===== src/rtl/led_share_arbiter.sv =====
// Round-robin owner of the 8-LED bank with tick-based hold/max limits and a one-tick blank gap.
// Optional idle heartbeat counter on led when LED_ARB_IDLE_COUNT_EN is defined.
module led_share_arbiter #(
   parameter int unsigned NUM_REQ    = 3,
   parameter int unsigned TICK_DIV   = 500000,
   parameter int unsigned HOLD_TICKS = 12,
   parameter int unsigned MAX_TICKS  = 48
) (
   input  logic                 clock_12mhz,
   input  logic                 reset_n,
   input  logic [NUM_REQ-1:0]   req,
   input  logic [8*NUM_REQ-1:0] pattern,
   output logic [NUM_REQ-1:0]   grant,
   output logic [7:0]           led,
   output logic                 tick,
   output logic                 busy
);

   localparam int unsigned IW = $clog2(NUM_REQ);
   localparam int unsigned PW = $clog2(TICK_DIV);
   localparam int unsigned HW = $clog2(MAX_TICKS + 1);

   typedef enum logic [1:0] {IDLE, GRANT, BLANK} state_t;

   state_t             state, state_nxt;
   logic [PW-1:0]      count;
   logic [HW-1:0]      hold, hold_nxt;
   logic [IW-1:0]      last, last_nxt, win;
   logic [NUM_REQ-1:0] grant_nxt;
   logic [7:0]         led_nxt;
   logic               any_req, drop, found;
   logic               blank_first, blank_tick;

   always_ff @(posedge clock_12mhz or negedge reset_n) begin
      if (!reset_n)                         count <= '0;
      else if (count == PW'(TICK_DIV - 1))  count <= '0;
      else                                  count <= count + PW'(1);
   end

   assign tick = (count == PW'(TICK_DIV - 1));

   // Scan starts just past the previous owner, so that owner is considered last.
   always_comb begin
      win   = last;
      found = 1'b0;
      for (int unsigned k = 1; k <= NUM_REQ; k++) begin
         if (!found && req[IW'((32'(last) + k) % NUM_REQ)]) begin
            found = 1'b1;
            win   = IW'((32'(last) + k) % NUM_REQ);
         end
      end
   end

   assign any_req    = |req;
   assign drop       = !req[last]
                    || ((hold >= HW'(HOLD_TICKS)) && (|(req & ~grant)))
                    || (hold == HW'(MAX_TICKS));
   // The tick coinciding with the blank entry cycle must not end the gap.
   assign blank_tick = (state == BLANK) && tick && !blank_first;
   assign busy       = (state != IDLE);

`ifdef LED_ARB_IDLE_COUNT_EN
   logic [7:0] idle_cnt;

   always_ff @(posedge clock_12mhz or negedge reset_n) begin
      if (!reset_n)                     idle_cnt <= '0;
      else if (state == IDLE && tick)   idle_cnt <= idle_cnt + 8'd1;
   end
`endif

   always_ff @(posedge clock_12mhz or negedge reset_n) begin
      if (!reset_n) begin
         state       <= IDLE;
         grant       <= '0;
         led         <= '0;
         hold        <= '0;
         last        <= IW'(NUM_REQ - 1);
         blank_first <= 1'b0;
      end else begin
         state       <= state_nxt;
         grant       <= grant_nxt;
         led         <= led_nxt;
         hold        <= hold_nxt;
         last        <= last_nxt;
         blank_first <= (state != BLANK) && (state_nxt == BLANK);
      end
   end

   always_comb begin
      state_nxt = state;
      case (state)
         IDLE:    if (any_req) state_nxt = GRANT;
         GRANT:   if (drop) state_nxt = BLANK;
         BLANK:   if (blank_tick) state_nxt = any_req ? GRANT : IDLE;
         default: state_nxt = IDLE;
      endcase
   end

   always_comb begin
      grant_nxt = '0;
      led_nxt   = '0;
      hold_nxt  = hold;
      last_nxt  = last;
      case (state)
         IDLE: begin
            if (any_req) begin
               grant_nxt = NUM_REQ'(1) << win;
               last_nxt  = win;
               hold_nxt  = '0;
            end
`ifdef LED_ARB_IDLE_COUNT_EN
            else begin
               led_nxt = tick ? idle_cnt + 8'd1 : idle_cnt;
            end
`endif
         end
         GRANT: begin
            if (!drop) begin
               grant_nxt = grant;
               led_nxt   = pattern[{last, 3'b000} +: 8];
               if (tick && hold != HW'(MAX_TICKS)) hold_nxt = hold + HW'(1);
            end
         end
         BLANK: begin
            if (blank_tick && any_req) begin
               grant_nxt = NUM_REQ'(1) << win;
               last_nxt  = win;
               hold_nxt  = '0;
            end
         end
         default: ;
      endcase
   end

endmodule


===== config.mk =====
export PLATFORM = sky130hd
export DESIGN_NAME = led_share_arbiter
export DESIGN_NICKNAME = d
export VERILOG_FILES = /design/src/rtl/led_share_arbiter.sv
export SDC_FILE = /design/constraint.sdc
export NUM_CORES = 1
export LEC_CHECK = 0
export CORE_ASPECT_RATIO = 0.9
export CORE_UTILIZATION = 33
export CTS_BUF_LIST = sky130_fd_sc_hd__clkbuf_4 sky130_fd_sc_hd__clkbuf_8
export DETAILED_ROUTE_END_ITERATION = 10
export SYNTH_ARGS = -nofsm -noshare
export SYNTH_HDL_FRONTEND = slang
export SYNTH_SLANG_ARGS = --single-unit

===== constraint.sdc =====
create_clock -name clock_12mhz -period 5.25 [get_ports clock_12mhz]
set_clock_uncertainty 0.05 [all_clocks]
set_input_delay 0.525 -clock clock_12mhz [delete_from_list [all_inputs] [get_ports clock_12mhz]]
set_output_delay 0.525 -clock clock_12mhz [all_outputs]
set_load 0.1 [all_outputs]

==> flow_summary.yaml, run 1 <==
status:
  outcome: "complete, no violations"
timing:
  relSlewSlack_pct: 33.2
  setup_violations: 0
  worstMarginPinSlew_ns: 0.999
  slew_viol_final: 0
  rsz0062_at_grt: "no"
  finalHoldViolations: 0
  finalCriticalPeriod_ns: 3.14
  fmax_mhz: 318
  layout_worst_path_cycle_share_pct: 59.9
  tns_ns: 0
clock_network:
  clkSinkCount: 41
  cts_tree: "yes"
  clock_latency_ns: 0.29
  root_buffer: "clkbuf_8"
  post-cts-setup-buffer-count: 0
  cts_resized: 0
  hold_buffers: 0
  numCtsBuffers: 5
  path_clk_slew_ns: 0.08
  cts_buffer_depth: 2
  htree_levels: 2
cells_and_area:
  multi_input_area_sq_um: 1150
  drive_above_1_share_pct: 8.24
  diodes: 0
  area_growth_pct: 26.9
  nFillCells: 679
  layout.area.seq_sq_um: 1030
  stdcell_area_sq_um: 2870
  layout.nets: 314
  fin_cells: 369
  final_cell_mix: "dfrtp_1 (40), clkdlybuf4s50_1 (40), nor2_1 (34)"
power_and_ir_drop:
  vdd_drop_max_mv: 0.128
  power_per_cell_area_nw_per_um2: 217
  p_total_uw: 624
  p_leak_uw: 0.00121
placed_design:
  postPlaceCellArea_sq_um: 2750
  dp_hpwl_um: 3530
  io_buffers: 41
  gp_congestion: 0.796
  post-place-cells: 361
grt:
  antenna_found_initial: 0
  gr-total-overflow: 0
  grt_pass1_wl_um: 8310
  grt_util_all_layers_pct: 15.3
  grt_max_degree: 42
  grt_pass1_vias: 1787
run:
  cap_violations: 0
route:
  wirelength_um: 4880
  drt-vias-per-instance: 4.96
  vias: 1830
  drt-wirelength-per-cell_um: 13.2
  final_antenna_net_count: 0
  drc_errors: 0
  first_iter_violations: 72
  firstDrtPassIters: 6
die:
  die_w_um: 89.3
  fp.coreArea_sq_um: 6590
  start_util_pct: 34.4
  die-area_sq_um: 7190
  ios: 42
  dieHeight_um: 80.6
  num_rows: 28
synth:
  async_flop_share_pct: 100
  ys_types: 50
  syn_nets: 272
  synthCells: 236
  ys_seq_area_share_pct: 45.4
  ys_ff_latch: 41
  netlist_area_sq_um: 2260
  synth_top_area_cell: "dfrtp_1"
  synth_edf_count: 0
  ys_warn_count: 0
  ys.flop_type: "dfrtp_1"
  synth_top_area_share_pct: 44.2
  avgSynthCellArea_sq_um: 9.59
  synth_area_leaders: "dfrtp_1 (44%), nor2_1 (5.6%), mux2i_1 (4.0%), ha_1 (3.9%), xor2_1 (3.5%)"
worst_setup_path:
  critPathRequiredTime_ns: 4.68
  path_class: "reg -> out"
  crit_fanout: 5
  worstSetupEndpointType: "output port"
  crit_path_start_kind: "register"
  crit_arrival_ns: 2.57
min_path:
  hp-class: "in -> async"
-- path summary, 6_finish.rpt --
check                              start         to  slack [ns]  cells after the start
worst max-delay path            count[6]       tick        2.11                      4
worst min-delay path             reset_n  count[11]        0.31                      1
worst max register to register   last[0]    hold[3]        2.45                      6
worst min register to register  count[0]   count[0]        0.44                      1
max in group asynchronous        reset_n  count[16]        4.26                      1
min in group clock_12mhz        count[0]   count[0]        0.44                      1
-- cell families after synthesis --
logic type	synth area share, %
fa+ha+maj	3.87
simple gates	22.0
buf+inv	3.76
mux	4.98
xor+xnor	5.80
compound gates	14.2
flops	45.4
-- Yosys cell counts, types with 5 or more instances --
library cell  count
inv_1            13
nor2_1           34
o21ai_0           9
ha_1              7
nand2_1          19
nand3_1          12
a21oi_1          11
dfrtp_1          40
nor3_1            5
xor2_1            9
mux2i_1           9
xnor2_1           6
-- per-stage QoR --
step,hold slack [ns],setup slack (ns),util (%)
6_report,0.309,2.11,43.6
5_1_grt,0.412,2.00,43.6
4_1_cts,0.355,2.07,43.6
3_5_place_dp,0.427,2.40,41.8
3_3_place_gp,0.421,2.42,41.8
2_1_floorplan,0.179,2.64,-
-- sequential cells by signal, indices dropped and copies added, names as in the netlist --
signal	count
blank_first	1
count	19
grant	3
hold	6
last	2
led	8
state	2
-- critical path, cell delays in order, from the launching register on --
cell and delay [ns]:
dfrtp_1 0.45, nor4b_4 0.29, nand4_2 0.16, nor2_1 0.21, clkdlybuf4s50_1 1.17
-- where the power goes --
part / internal [uW] / switching [uW]
Combinational: 22.9 / 17.3
Sequential: 315 / 0
Clock: 155 / 113
-- area by class of cell --
class                   count  area share (%)
multi-input cells         175            40.1
repair buffers             42            14.4
clock inverters             2            1.31
clock buffers               6            2.87
inverters                  13            1.70
well taps                  90            3.92
flip-flops and latches     41            35.8
-- layer usage --
layer | global-route usage (%) | wire, um
met2 | 23.4 | 2250
met5 | 0 | 0
met4 | 3.97 | 50
met1 | 20.4 | 2330
met3 | 5.14 | 246
(Power assumes the default switching activity.)
==> run 2, diff against run 1 <==
==> constraint.sdc (replaced) <==
create_clock -name clock_12mhz -period 2.5 [get_ports clock_12mhz]
set_clock_uncertainty 0.05 [all_clocks]
set_input_delay 0.25 -clock clock_12mhz [delete_from_list [all_inputs] [get_ports clock_12mhz]]
set_output_delay 0.25 -clock clock_12mhz [all_outputs]
set_load 0.1 [all_outputs]
==> run 2 against run 1 <==
Compared with the run above:
- core utilization is 0.057 points lower
- combinational power is 110% higher
- setup slack worse by 1.9 ns
- cell count is 1.4% higher
- largest cell class unchanged
- power is 89% higher
==> flow_summary.yaml, run 2 (synthesis gave the netlist of run 1 again) <==
cells_and_area:
  reg.largest.list: "count x19, led x8, hold x6"
  largest_reg_flops: 19
  largest-register: "count"
  diodes: 0
  final_cell_mix: "dfrtp_1 (40), nor2_1 (34), clkdlybuf4s50_1 (27)"
  drive_above_1_share_pct: 14.8
  final_common_cell: "dfrtp_1"
  area_growth_pct: 26.8
  stdcell_area_sq_um: 2870
  layout.nets: 320
die:
  num_rows: 28
  start_util_pct: 34.4
  fp.coreArea_sq_um: 6590
  dieHeight_um: 80.6
  ios: 42
  die_w_um: 89.3
  die-area_sq_um: 7190
route:
  drc_errors: 0
  drt-vias-per-instance: 4.90
  firstDrtPassIters: 4
  wirelength_um: 4760
  top_layer: "met4"
  wl_met3_um: 272
  dr_wl_met2_um: 2050
  vias: 1831
  final_antenna_net_count: 0
  drt-wirelength-per-cell_um: 12.7
  wl_met1_um: 2360
  first_iter_violations: 60
grt:
  grt_util_all_layers_pct: 15.0
  grt_pass1_vias: 1813
  grt_max_degree: 42
  grt_pass1_wl_um: 8290
  antenna_found_initial: 0
  gr-total-overflow: 0
clock_network:
  hold_buffers: 0
  post-cts-setup-buffer-count: 0
  path_clk_slew_ns: 0.08
  clock_latency_ns: 0.29
  cts_buffer_depth: 2
  clkSinkCount: 41
  htree_levels: 2
  numCtsBuffers: 5
  cts_tree: "yes"
  root_buffer: "clkbuf_8"
timing:
  setup_violations: 0
  worstMarginPinSlew_ns: 0.898
  tns_ns: 0
  layout_worst_path_cycle_share_pct: 93.5
  relSlewSlack_pct: 40.2
  slew_viol_final: 0
  rsz0062_at_grt: "no"
  finalCriticalPeriod_ns: 2.34
  fmax_mhz: 428
  finalHoldViolations: 0
worst_setup_path:
  path_class: "reg -> reg"
  reg2regPathDepth: 8
  crit_path_start_kind: "register"
  worst-path-stages: 8
  r2r_setup_slack_ns: 0.16
  worstSetupEndpointType: "register"
  crit_fanout: 5
  critPathRequiredTime_ns: 2.65
  crit_chain: "inv_1 -> ha_1 -> a22o_1 -> a211o_1 -> a22oi_1 -> a2bb2oi_2 -> nand3_1 -> o32ai_1"
  cp.buffers_inverters: 1
  crit_slowest_cell: "dfstp_2"
  crit_family: "compound AO/OA/AOI/OAI gates"
  crit_arrival_ns: 2.48
  slowest_delay_ns: 0.58
power_and_ir_drop:
  p_switching_uw: 265
  p_total_uw: 1180
  p_seq_share_pct: 56.1
  switching_share_pct: 22.4
  intPower_uw: 916
  comb_power_share_pct: 7.3
  vdd_drop_max_mv: 0.169
  pwr-share-clk_pct: 36.6
  p_leak_uw: 0.00126
  power_per_cell_area_nw_per_um2: 412
placed_design:
  postPlaceCellArea_sq_um: 2780
  io_buffers: 41
  gp_congestion: 0.840
  dp_hpwl_um: 3480
min_path:
  hp-class: "in -> async"
run:
  cap_violations: 0
status:
  outcome: "complete, no violations"
==> run 2: cell types whose count changed in the layout (fill, tap and decap cells not counted), sizes merged <==
cell | previous run | this run
buf | 2 | 21
bufinv | 1 | 0
clkdlybuf4s50 | 40 | 27
clkinv | 0 | 1
clkinvlp | 1 | 0
==> run 2: repair_timing <==
action / 4_1_cts / 5_1_grt
endpoints found under the hold margin: 0 / 0
resized for setup: 0 / 1
setup endpoints to repair: 0 / 1
==> run 2: area by class of cell <==
type,count,area (sq um)
fillers,685,3720
multi-input cells,175,1160
flip-flops and latches,41,1030
repair buffers,48,438
well taps,90,113
clock buffers,6,76.3
inverters,13,48.8
clock inverters,1,8.76
==> run 2: per-layer routing <==
metal  vias to the layer above  track usage [%]
li1                        924                -
met1                       847             20.3
met2                        51             22.5
met3                         9             4.93
met4                         0             4.92
met5                         -                0
==> run 2: stage by stage <==
step | setup slack, ns | utilization, % | instances | hold slack [ns]
2_1_floorplan | 0.0182 | - | 236 | -0.0956
3_3_place_gp | 0.0982 | 42.2 | 367 | 0.394
3_5_place_dp | 0.0723 | 42.2 | 367 | 0.398
4_1_cts | 0.115 | 43.5 | 374 | 0.0764
5_1_grt | 0.0541 | 43.6 | 374 | 0.125
6_report | 0.163 | 43.6 | 374 | 0.0305
==> run 2: power groups by stage <==
stage                     Clock, uW  Sequential [uW]  Combinational [uW]
after floorplan                   0              676                21.9
after global placement            0              676                86.0
after detailed placement          0              676                86.7
after CTS                       447              663                86.9
after global routing            466              663                96.9
final                           432              663                86.0
==> run 2: final timing paths <==
kind / start / endpoint
max: last[1] / grant[2]
min: reset_n / count[12]
max reg2reg: last[1] / grant[2]
min reg2reg: count[0] / count[0]
max in group asynchronous: reset_n / last[1]
min in group clock_12mhz: count[0] / count[0]
==> run 3, diff against run 2 <==
--- a/config.mk
+++ b/config.mk
@@ -9,6 +9,8 @@
 export CORE_UTILIZATION = 33
 export CTS_BUF_LIST = sky130_fd_sc_hd__clkbuf_4 sky130_fd_sc_hd__clkbuf_8
 export DETAILED_ROUTE_END_ITERATION = 10
+export PLACE_DENSITY_LB_ADDON = 0.25
+export SLEW_MARGIN = 20
 export SYNTH_ARGS = -nofsm -noshare
 export SYNTH_HDL_FRONTEND = slang
 export SYNTH_SLANG_ARGS = --single-unit
==> run 3 against run 2 <==
Compared with the run above:
- hold slack worse by 0.0042 ns
- maximum frequency down 2.0%
- largest power group unchanged
- sequential power about the same
- via count up 1.9%
- global-route usage up 0.56 points
==> flow_summary.yaml, run 3 (synthesis gave the netlist of run 1 again) <==
grt:
  antenna_found_initial: 0
  grt_pass1_wl_um: 8540
  gr-total-overflow: 0
  grt_max_degree: 42
  grt_pass1_vias: 1838
  grt_util_all_layers_pct: 15.6
route:
  drc_errors: 0
  drt-wirelength-per-cell_um: 12.7
  vias: 1866
  final_antenna_net_count: 0
  first_iter_violations: 107
  firstDrtPassIters: 4
  wirelength_um: 4750
  drt-vias-per-instance: 4.99
die:
  ios: 42
  start_util_pct: 34.4
  fp.coreArea_sq_um: 6590
  dieHeight_um: 80.6
  die-area_sq_um: 7190
  num_rows: 28
  die_w_um: 89.3
timing:
  finalCriticalPeriod_ns: 2.39
  finalHoldViolations: 0
  slew_viol_final: 0
  fmax_mhz: 419
  hold_ws_ns: 0.0263
  tns_ns: 0
  layout_worst_path_cycle_share_pct: 95.4
  worstMarginPinSlew_ns: 0.892
  relSlewSlack_pct: 40.5
  rsz0062_at_grt: "no"
  setup_violations: 0
cells_and_area:
  largest-register: "count"
  area_growth_pct: 27.3
  drive_above_1_share_pct: 15.1
  final_cell_mix: "dfrtp_1 (40), nor2_1 (34), clkdlybuf4s50_1 (27)"
  nFillCells: 670
  largest_reg_flops: 19
  diodes: 0
  multi_input_area_sq_um: 1160
  reg.largest.list: "count x19, led x8, hold x6"
  layout.nets: 319
  final_util_pct: 43.8
  layout.area.seq_sq_um: 1030
  final_common_cell: "dfrtp_1"
run:
  cap_violations: 0
power_and_ir_drop:
  p_leak_uw: 0.00126
  power_per_cell_area_nw_per_um2: 421
  vdd_drop_max_mv: 0.160
clock_network:
  clock_latency_ns: 0.29
  cts_buffer_depth: 2
  cts_tree: "yes"
  numCtsBuffers: 5
  clkSinkCount: 41
  root_buffer: "clkbuf_8"
  hold_buffers: 0
  htree_levels: 2
  path_clk_slew_ns: 0.08
worst_setup_path:
  crit_path_start_kind: "register"
  reg2regPathDepth: 8
  endpoint: "grant[2]"
  r2r_setup_slack_ns: 0.11
  path_class: "reg -> reg"
  reg2reg_from: "last[1]"
  crit_fanout: 5
  critPathRequiredTime_ns: 2.65
  startpoint: "last[1]"
  crit_arrival_ns: 2.54
  worstSetupEndpointType: "register"
  r2r_end: "grant[2]"
status:
  outcome: "complete, no violations"
placed_design:
  io_buffers: 41
  dp_hpwl_um: 3520
  gp_congestion: 0.878
min_path:
  hp-class: "in -> async"
[run 3: routing by layer]
layer / GRT usage [%] / part of all wire [%]
met3: 5.04 / 5.8
met4: 4.60 / 1.6
met5: 0 / 0
met2: 23.5 / 44
met1: 21.1 / 48
[run 3: area by class of cell]
class                   count  area share (%)
clock buffers               7            3.13
flip-flops and latches     41            35.6
well taps                  90            3.91
multi-input cells         175            40.4
clock inverters             1           0.261
repair buffers             47            14.9
inverters                  13            1.69
[run 3: repair_timing]
item,4_1_cts,5_1_grt
setup endpoints to repair,0,1
resized for setup,0,2
buffers inserted,0,0
[run 3: power by group]
group / leakage [uW] / total, uW / internal [uW] / switching (uW)
logic: 0.000660 / 84.8 / 48.5 / 36.2
registers: 0.000550 / 663 / 663 / 0
clock network: 0.0000479 / 466 / 235 / 231
[run 3: worst min path at each step]
| stage | from | endpoint | slack (ns) | depth (start not counted) |
|---|---|---|---|---|
| 2_1_floorplan | reset_n | blank_first | -0.1 | 0 |
| 3_3_place_gp | reset_n | hold[4] | 0.39 | 1 |
| 3_5_place_dp | reset_n | hold[4] | 0.39 | 1 |
| 4_1_cts | reset_n | hold[2] | 0.07 | 1 |
| 5_1_grt | reset_n | hold[2] | 0.10 | 1 |
| 6_report | reset_n | hold[2] | 0.03 | 1 |
[run 3: per-stage QoR]
step	area, sq um	setup slack [ns]	power, uW	cells
floorplan	2270	0.0182	698	236
global placement	2770	0.114	760	366
detailed placement	2770	0.106	761	366
CTS	2870	0.0935	1230	374
global route	2880	0.00501	1270	374
finish	2880	0.114	1210	374
[run 3: worst max-delay path, cell delays in order (launching register included)]
cell	delay [ns]
dfstp_2	0.57
inv_1	0.08
ha_1	0.19
a22o_1	0.23
a211o_1	0.28
a22oi_1	0.27
a2bb2oi_2	0.20
nand3_1	0.14
o32ai_2	0.27
